File: config.mk
export PLATFORM = sky130hd
export DESIGN_NAME = stage_mem
export DESIGN_NICKNAME = d
export VERILOG_FILES = /design/src/rtl/stage_mem.sv
export SDC_FILE = /design/constraint.sdc
export NUM_CORES = 1
export LEC_CHECK = 0
export ABC_AREA = 1
export CAP_MARGIN = 20
export CORE_ASPECT_RATIO = 1.2
export CORE_MARGIN = 8
export CORE_UTILIZATION = 50
export CTS_CLUSTER_DIAMETER = 120
export DETAILED_ROUTE_END_ITERATION = 16
export GPL_TIMING_DRIVEN = 0
export PLACE_DENSITY = 0.81
export SYNTH_ARGS = -nofsm -noshare
export SYNTH_HDL_FRONTEND = slang
export SYNTH_SLANG_ARGS = --single-unit
File: constraint.sdc
create_clock -name clk -period 4.8 [get_ports clk]
set_input_delay 0.48 -clock clk [delete_from_list [all_inputs] [get_ports clk]]
set_output_delay 0.48 -clock clk [all_outputs]
set_load 0.02 [all_outputs]
File: src/rtl/stage_mem.sv
// Memory stage: turns an EX/MEM load or store into one or two word-aligned data-memory
// accesses (two when the access straddles a word boundary) and returns an extended load result.
module stage_mem #(
  parameter int REG_WIDTH = 32
) (
  input  logic                 clk,
  input  logic                 reset,
  input  logic                 EX_MEM_valid,
  input  logic                 EX_MEM_mem_read,
  input  logic                 EX_MEM_mem_write,
  input  logic [REG_WIDTH-1:0] EX_MEM_alu_out,
  input  logic [REG_WIDTH-1:0] EX_MEM_dataB,
  input  logic [2:0]           EX_MEM_funct3,
  output logic                 dmem_req,
  output logic                 dmem_we,
  output logic [REG_WIDTH-3:0] dmem_addr,
  output logic [3:0]           dmem_be,
  output logic [REG_WIDTH-1:0] dmem_wdata,
  input  logic                 dmem_ack,
  input  logic [REG_WIDTH-1:0] dmem_rdata,
  output logic                 mem_stall,
  output logic [REG_WIDTH-1:0] load_data,
  output logic                 load_valid,
  output logic                 access_err,
  output logic [1:0]           state_dbg
);

  typedef enum logic [1:0] {
    IDLE = 2'd0,
    ACC1 = 2'd1,
    ACC2 = 2'd2,
    DONE = 2'd3
  } state_t;

  state_t state;

  // Handshake: a request is presented with dmem_req=1 and its addr/be/we/wdata held
  // stable; it completes in the cycle dmem_ack=1, and dmem_rdata is only sampled then.
  logic                 start;
  logic [1:0]           off_in;
  logic [1:0]           size_in;
  logic [3:0]           size_mask;
  logic [7:0]           be_wide;
  logic [63:0]          wdata_wide;
  logic                 span_in;

  logic [1:0]           off_q;
  logic [1:0]           size_q;
  logic                 uns_q;
  logic                 load_q;
  logic                 span_q;
  logic [3:0]           be_hi_q;
  logic [REG_WIDTH-1:0] wdata_hi_q;
  logic [REG_WIDTH-1:0] rd1_q;

  logic [REG_WIDTH-1:0] asm_lo;
  logic [REG_WIDTH-1:0] asm_hi;
  logic [REG_WIDTH-1:0] raw;
  logic [REG_WIDTH-1:0] load_next;

  function automatic logic [31:0] extend_load(input logic [31:0] r, input logic [1:0] size,
                                              input logic uns);
    case (size)
      2'b00:   return uns ? {24'b0, r[7:0]}  : {{24{r[7]}}, r[7:0]};
      2'b01:   return uns ? {16'b0, r[15:0]} : {{16{r[15]}}, r[15:0]};
      default: return r;
    endcase
  endfunction

  always_comb begin
    start     = (state == IDLE) && EX_MEM_valid && (EX_MEM_mem_read || EX_MEM_mem_write);
    off_in    = EX_MEM_alu_out[1:0];
    size_in   = EX_MEM_funct3[1:0];
    size_mask = 4'b1111;
    case (size_in)
      2'b00:   size_mask = 4'b0001;
      2'b01:   size_mask = 4'b0011;
      default: size_mask = 4'b1111;
    endcase
    // Shifting into a double-width lane gives both access halves at once:
    // the low word feeds the first access, the high word the second.
    be_wide    = {4'b0000, size_mask} << off_in;
    wdata_wide = {32'b0, EX_MEM_dataB} << {off_in, 3'b000};
    span_in    = ((size_in == 2'b01) && (off_in == 2'd3)) ||
                 ((size_in == 2'b10) && (off_in != 2'd0));
  end

  always_comb begin
    asm_lo    = (state == ACC2) ? rd1_q : dmem_rdata;
    asm_hi    = (state == ACC2) ? dmem_rdata : '0;
    raw       = 32'({asm_hi, asm_lo} >> {off_q, 3'b000});
    load_next = extend_load(raw, size_q, uns_q);
  end

  assign mem_stall = !reset && (start || (state == ACC1) || (state == ACC2));
  assign state_dbg = state;

  always_ff @(posedge clk) begin
    if (reset) begin
      state      <= IDLE;
      dmem_req   <= 1'b0;
      dmem_we    <= 1'b0;
      dmem_addr  <= '0;
      dmem_be    <= '0;
      dmem_wdata <= '0;
      load_data  <= '0;
      load_valid <= 1'b0;
      access_err <= 1'b0;
      off_q      <= '0;
      size_q     <= '0;
      uns_q      <= 1'b0;
      load_q     <= 1'b0;
      span_q     <= 1'b0;
      be_hi_q    <= '0;
      wdata_hi_q <= '0;
      rd1_q      <= '0;
    end else begin
      case (state)
        IDLE: begin
          load_valid <= 1'b0;
          access_err <= 1'b0;
          if (start) begin
            off_q      <= off_in;
            size_q     <= size_in;
            uns_q      <= EX_MEM_funct3[2];
            load_q     <= EX_MEM_mem_read;
            span_q     <= span_in;
            be_hi_q    <= be_wide[7:4];
            wdata_hi_q <= wdata_wide[63:32];
            if (size_in == 2'b11) begin
              access_err <= 1'b1;
              state      <= DONE;
            end else begin
              dmem_req   <= 1'b1;
              dmem_we    <= EX_MEM_mem_write && !EX_MEM_mem_read;
              dmem_addr  <= EX_MEM_alu_out[31:2];
              dmem_be    <= be_wide[3:0];
              dmem_wdata <= wdata_wide[31:0];
              state      <= ACC1;
            end
          end
        end
        ACC1: begin
          if (dmem_ack) begin
            if (span_q) begin
              rd1_q      <= dmem_rdata;
              dmem_addr  <= dmem_addr + 30'd1;
              dmem_be    <= be_hi_q;
              dmem_wdata <= wdata_hi_q;
              state      <= ACC2;
            end else begin
              dmem_req   <= 1'b0;
              dmem_we    <= 1'b0;
              load_valid <= load_q;
              if (load_q) load_data <= load_next;
              state      <= DONE;
            end
          end
        end
        ACC2: begin
          if (dmem_ack) begin
            dmem_req   <= 1'b0;
            dmem_we    <= 1'b0;
            load_valid <= load_q;
            if (load_q) load_data <= load_next;
            state      <= DONE;
          end
        end
        DONE: begin
          load_valid <= 1'b0;
          access_err <= 1'b0;
          state      <= IDLE;
        end
        default: state <= IDLE;
      endcase
    end
  end

endmodule

==> qor.txt <==
Final Hold Fails: 0
Distinct cells, synth: 44
Yosys top cell by area: dfxtp_1
Cts hold-fix bufs: 0
Worst Path Buf+Inv: 5
Skew-Pair Late Insertion Delay: 0.44 ns
Top cells by count, synth: nand2_1, dfxtp_1, nand3_1
Initial antenna violation count: 1
Area after DPL: 12200 um2
Power after layout: 6.44 mW
Count leader, synth: nand2_1
I/O Buffers: 207
Clock root cell: clkbuf_16
Buffer depth of the longest clock path: 2
ANT nets after route: 0
Slowest cell delay on critical path: 0.59 ns
Initial Util: 50.5%
Share of power burned in registers: 30.7%
Achievable Freq: 0.282 GHz
Levels on crit path: 9
FF+latch count, synth: 170
R2R Path End: load_data[22]
Die X: 144 um
Int Power: 3.55 mW
EDFF count, synth: 0
CTS tree: built
# IOs: 210
Setup crit end: mem_stall
Layout Nets: 1841
Cts repair resizes: 0
Clock transition at path regs: 0.07 ns
Slowest stage cell, crit path: clkdlybuf4s50_1
CP dominant cell by count: nand2_1
Die ar.: 24300 um2
Final period util: 73.8%
Die height: 169 um
WP data required: 4.32 ns
R2R cell count: 12
RSZ-0062 raised after global routing: no
Worst hold-check path type: flop to flop
DRC: 0
ANT cells: 0
Status: finished clean
Fin. max-slew vios: 0
Post-Route Skew: 0.0129 ns
Switching power: 2.89 mW
Global Route Usage Sum: 31.7%
CTS H-tree depth: 4
CTS Buf Count: 17
Final GP Congestion: 1.01
Setup_tns: 0 ns
Crit path max-delay family: buffers and inverters
Largest net degree at the start of global routing: 19
Register area share after synthesis: 34.8%
Top cells by area, synth: dfxtp_1, nand2_1, nand3_1, o21ai_0, a21oi_1
Async S/R FF share, synth: 0%
Worst-path maximum fanout: 10
Site Rows: 56
CP startpoint: state_dbg[0]
Avg Cell Area, Syn: 6.52 um2
Mapped Nets: 1615
GRT overflow: 0
Core outline area: 19400 um2
Worst setup path category: flop to output port
Multi-input gate area: 5460 um2
Clock sink count: 170
Final wirelength: 38.5 mm
Initial DRC Count: 1170
Vias in the first global route: 11020
HPWL after DPL: 30.2 mm
Combinational power share: 47.9%
WL/cell: 19.2 um
Reg-to-Reg Start: state_dbg[0]
Fin crit period: 3.54 ns
VDD IR max: 0.361 mV
Slew @ Worst Pin: 0.825 ns
Synthesized instance count: 1503
Layout area overhead: 30.4%
Worst path cell trace: inv_1 > ha_1 > nand2_1 > inv_2 > nand2_1 > clkbuf_1 > buf_2 > a21oi_1 > clkdlybuf4s50_1
Worst Setup End Kind: output port
Slew Limit Headroom: 45.0%
Post-CTS setup buffer count: 0
Setup violations, final: 0
Clock power share: 21.3%
First-pass GRT wire length: 60.2 mm
Hold WS: 0.454 ns
Filler instances: 1802
Post-layout util: 65.8%
LEAKAGE: 5.06 nW
Maxcap violations: 0
Synth top area share: 34.8%
Finished Cell Area: 12800 um2
Routed vias/inst: 5.67
Net Sw Frac: 44.9%
Crit path DAT: 3.06 ns
Fraction of layout cells with a size suffix above 1: 7.87%
Vias: 11350
Cell area after synthesis: 9790 um2
Reg2reg setup slack: 2.31 ns
PwrDens: 504 nW/um2
Ys Warns: 0
Dominant register cell in the synthesized netlist: dfxtp_1
Sequential Area: 3400 um2
Startpoint type of the worst setup path: flop
DR pass1 iterations: 6
==> tightest hold or removal path, cell delays in order (launching register included) <==
cell and delay (ns):
dfxtp_1 0.30, inv_1 0.06, a21oi_1 0.05
==> area by class of cell <==
| cell class | count | area share (%) |
|---|---|---|
| Buffer | 106 | 4.01 |
| Clock buffer | 17 | 3.33 |
| Clock inverter | 14 | 1.21 |
| Inverter | 111 | 3.28 |
| Multi-Input combinational cell | 1116 | 42.7 |
| Sequential cell | 170 | 26.6 |
| Tap cell | 261 | 2.56 |
| Timing Repair Buffer | 207 | 16.2 |
==> cells by family after synthesis <==
family	synth area share [%]
fa+ha+maj	0.894
compound gates	22.1
mux	0.716
buf+inv	9.51
flops	34.8
simple gates	31.9
xor+xnor	0.179
==> through the flow <==
| stage | cells | setup WS (ns) |
|---|---|---|
| after floorplan | 1503 | 2.57 |
| after CTS | 2002 | 1.25 |
| final | 2002 | 1.26 |
| after detailed placement | 1971 | 1.61 |
| after global routing | 2002 | 1.02 |
| after global placement | 1971 | 1.62 |
==> cells in the final DEF, fill, tap and decap left out, types with 17 or more instances in the layout <==
| master | count |
|---|---|
| nor2_1 | 147 |
| clkdlybuf4s50_1 | 207 |
| o21ai_1 | 19 |
| clkbuf_16 | 17 |
| a21oi_1 | 114 |
| o21a_1 | 28 |
| nand3_1 | 155 |
| clkbuf_1 | 46 |
| inv_1 | 98 |
| dfxtp_1 | 170 |
| nand2_1 | 386 |
| buf_2 | 37 |
| o21ai_0 | 126 |
==> sequential cells by signal, summed over array words and instances (netlist names), 2 cells and up <==
register / cells
dmem_wdata: 32
load_data: 32
rd1_q: 32
dmem_addr: 30
wdata_hi_q: 24
dmem_be: 4
be_hi_q: 3
off_q: 2
size_q: 2
state_dbg: 2
==> power groups by stage <==
stage | registers, mW | logic [mW] | clock network [mW]
final | 1.98 | 3.08 | 1.37
after detailed placement | 1.99 | 3.04 | 0
after CTS | 1.97 | 3.06 | 1.38
after global placement | 1.99 | 3.01 | 0
after global routing | 2.02 | 3.33 | 1.45
after floorplan | 2.23 | 1.55 | 0
==> routing by layer <==
| layer | part of all wire [%] | vias up | track usage [%] |
|---|---|---|---|
| met2 | 49 | 611 | 54.0 |
| met5 | 0.039 | - | 0 |
| met1 | 38 | 5169 | 35.4 |
| li1 | - | 5455 | - |
| met4 | 5.4 | 2 | 18.4 |
| met3 | 8.3 | 113 | 7.68 |
==> worst min-delay path by stage <==
stage / end / cells after the start / slack, ns / from
after floorplan: rd1_q[25] / 2 / 0.43 / rd1_q[25]
after global placement: rd1_q[30] / 2 / 0.44 / rd1_q[30]
after detailed placement: rd1_q[25] / 2 / 0.45 / rd1_q[25]
after CTS: rd1_q[25] / 2 / 0.46 / rd1_q[25]
after global routing: access_err / 2 / 0.48 / access_err
final: rd1_q[25] / 2 / 0.45 / rd1_q[25]
Power figures use the tool's default switching activity.
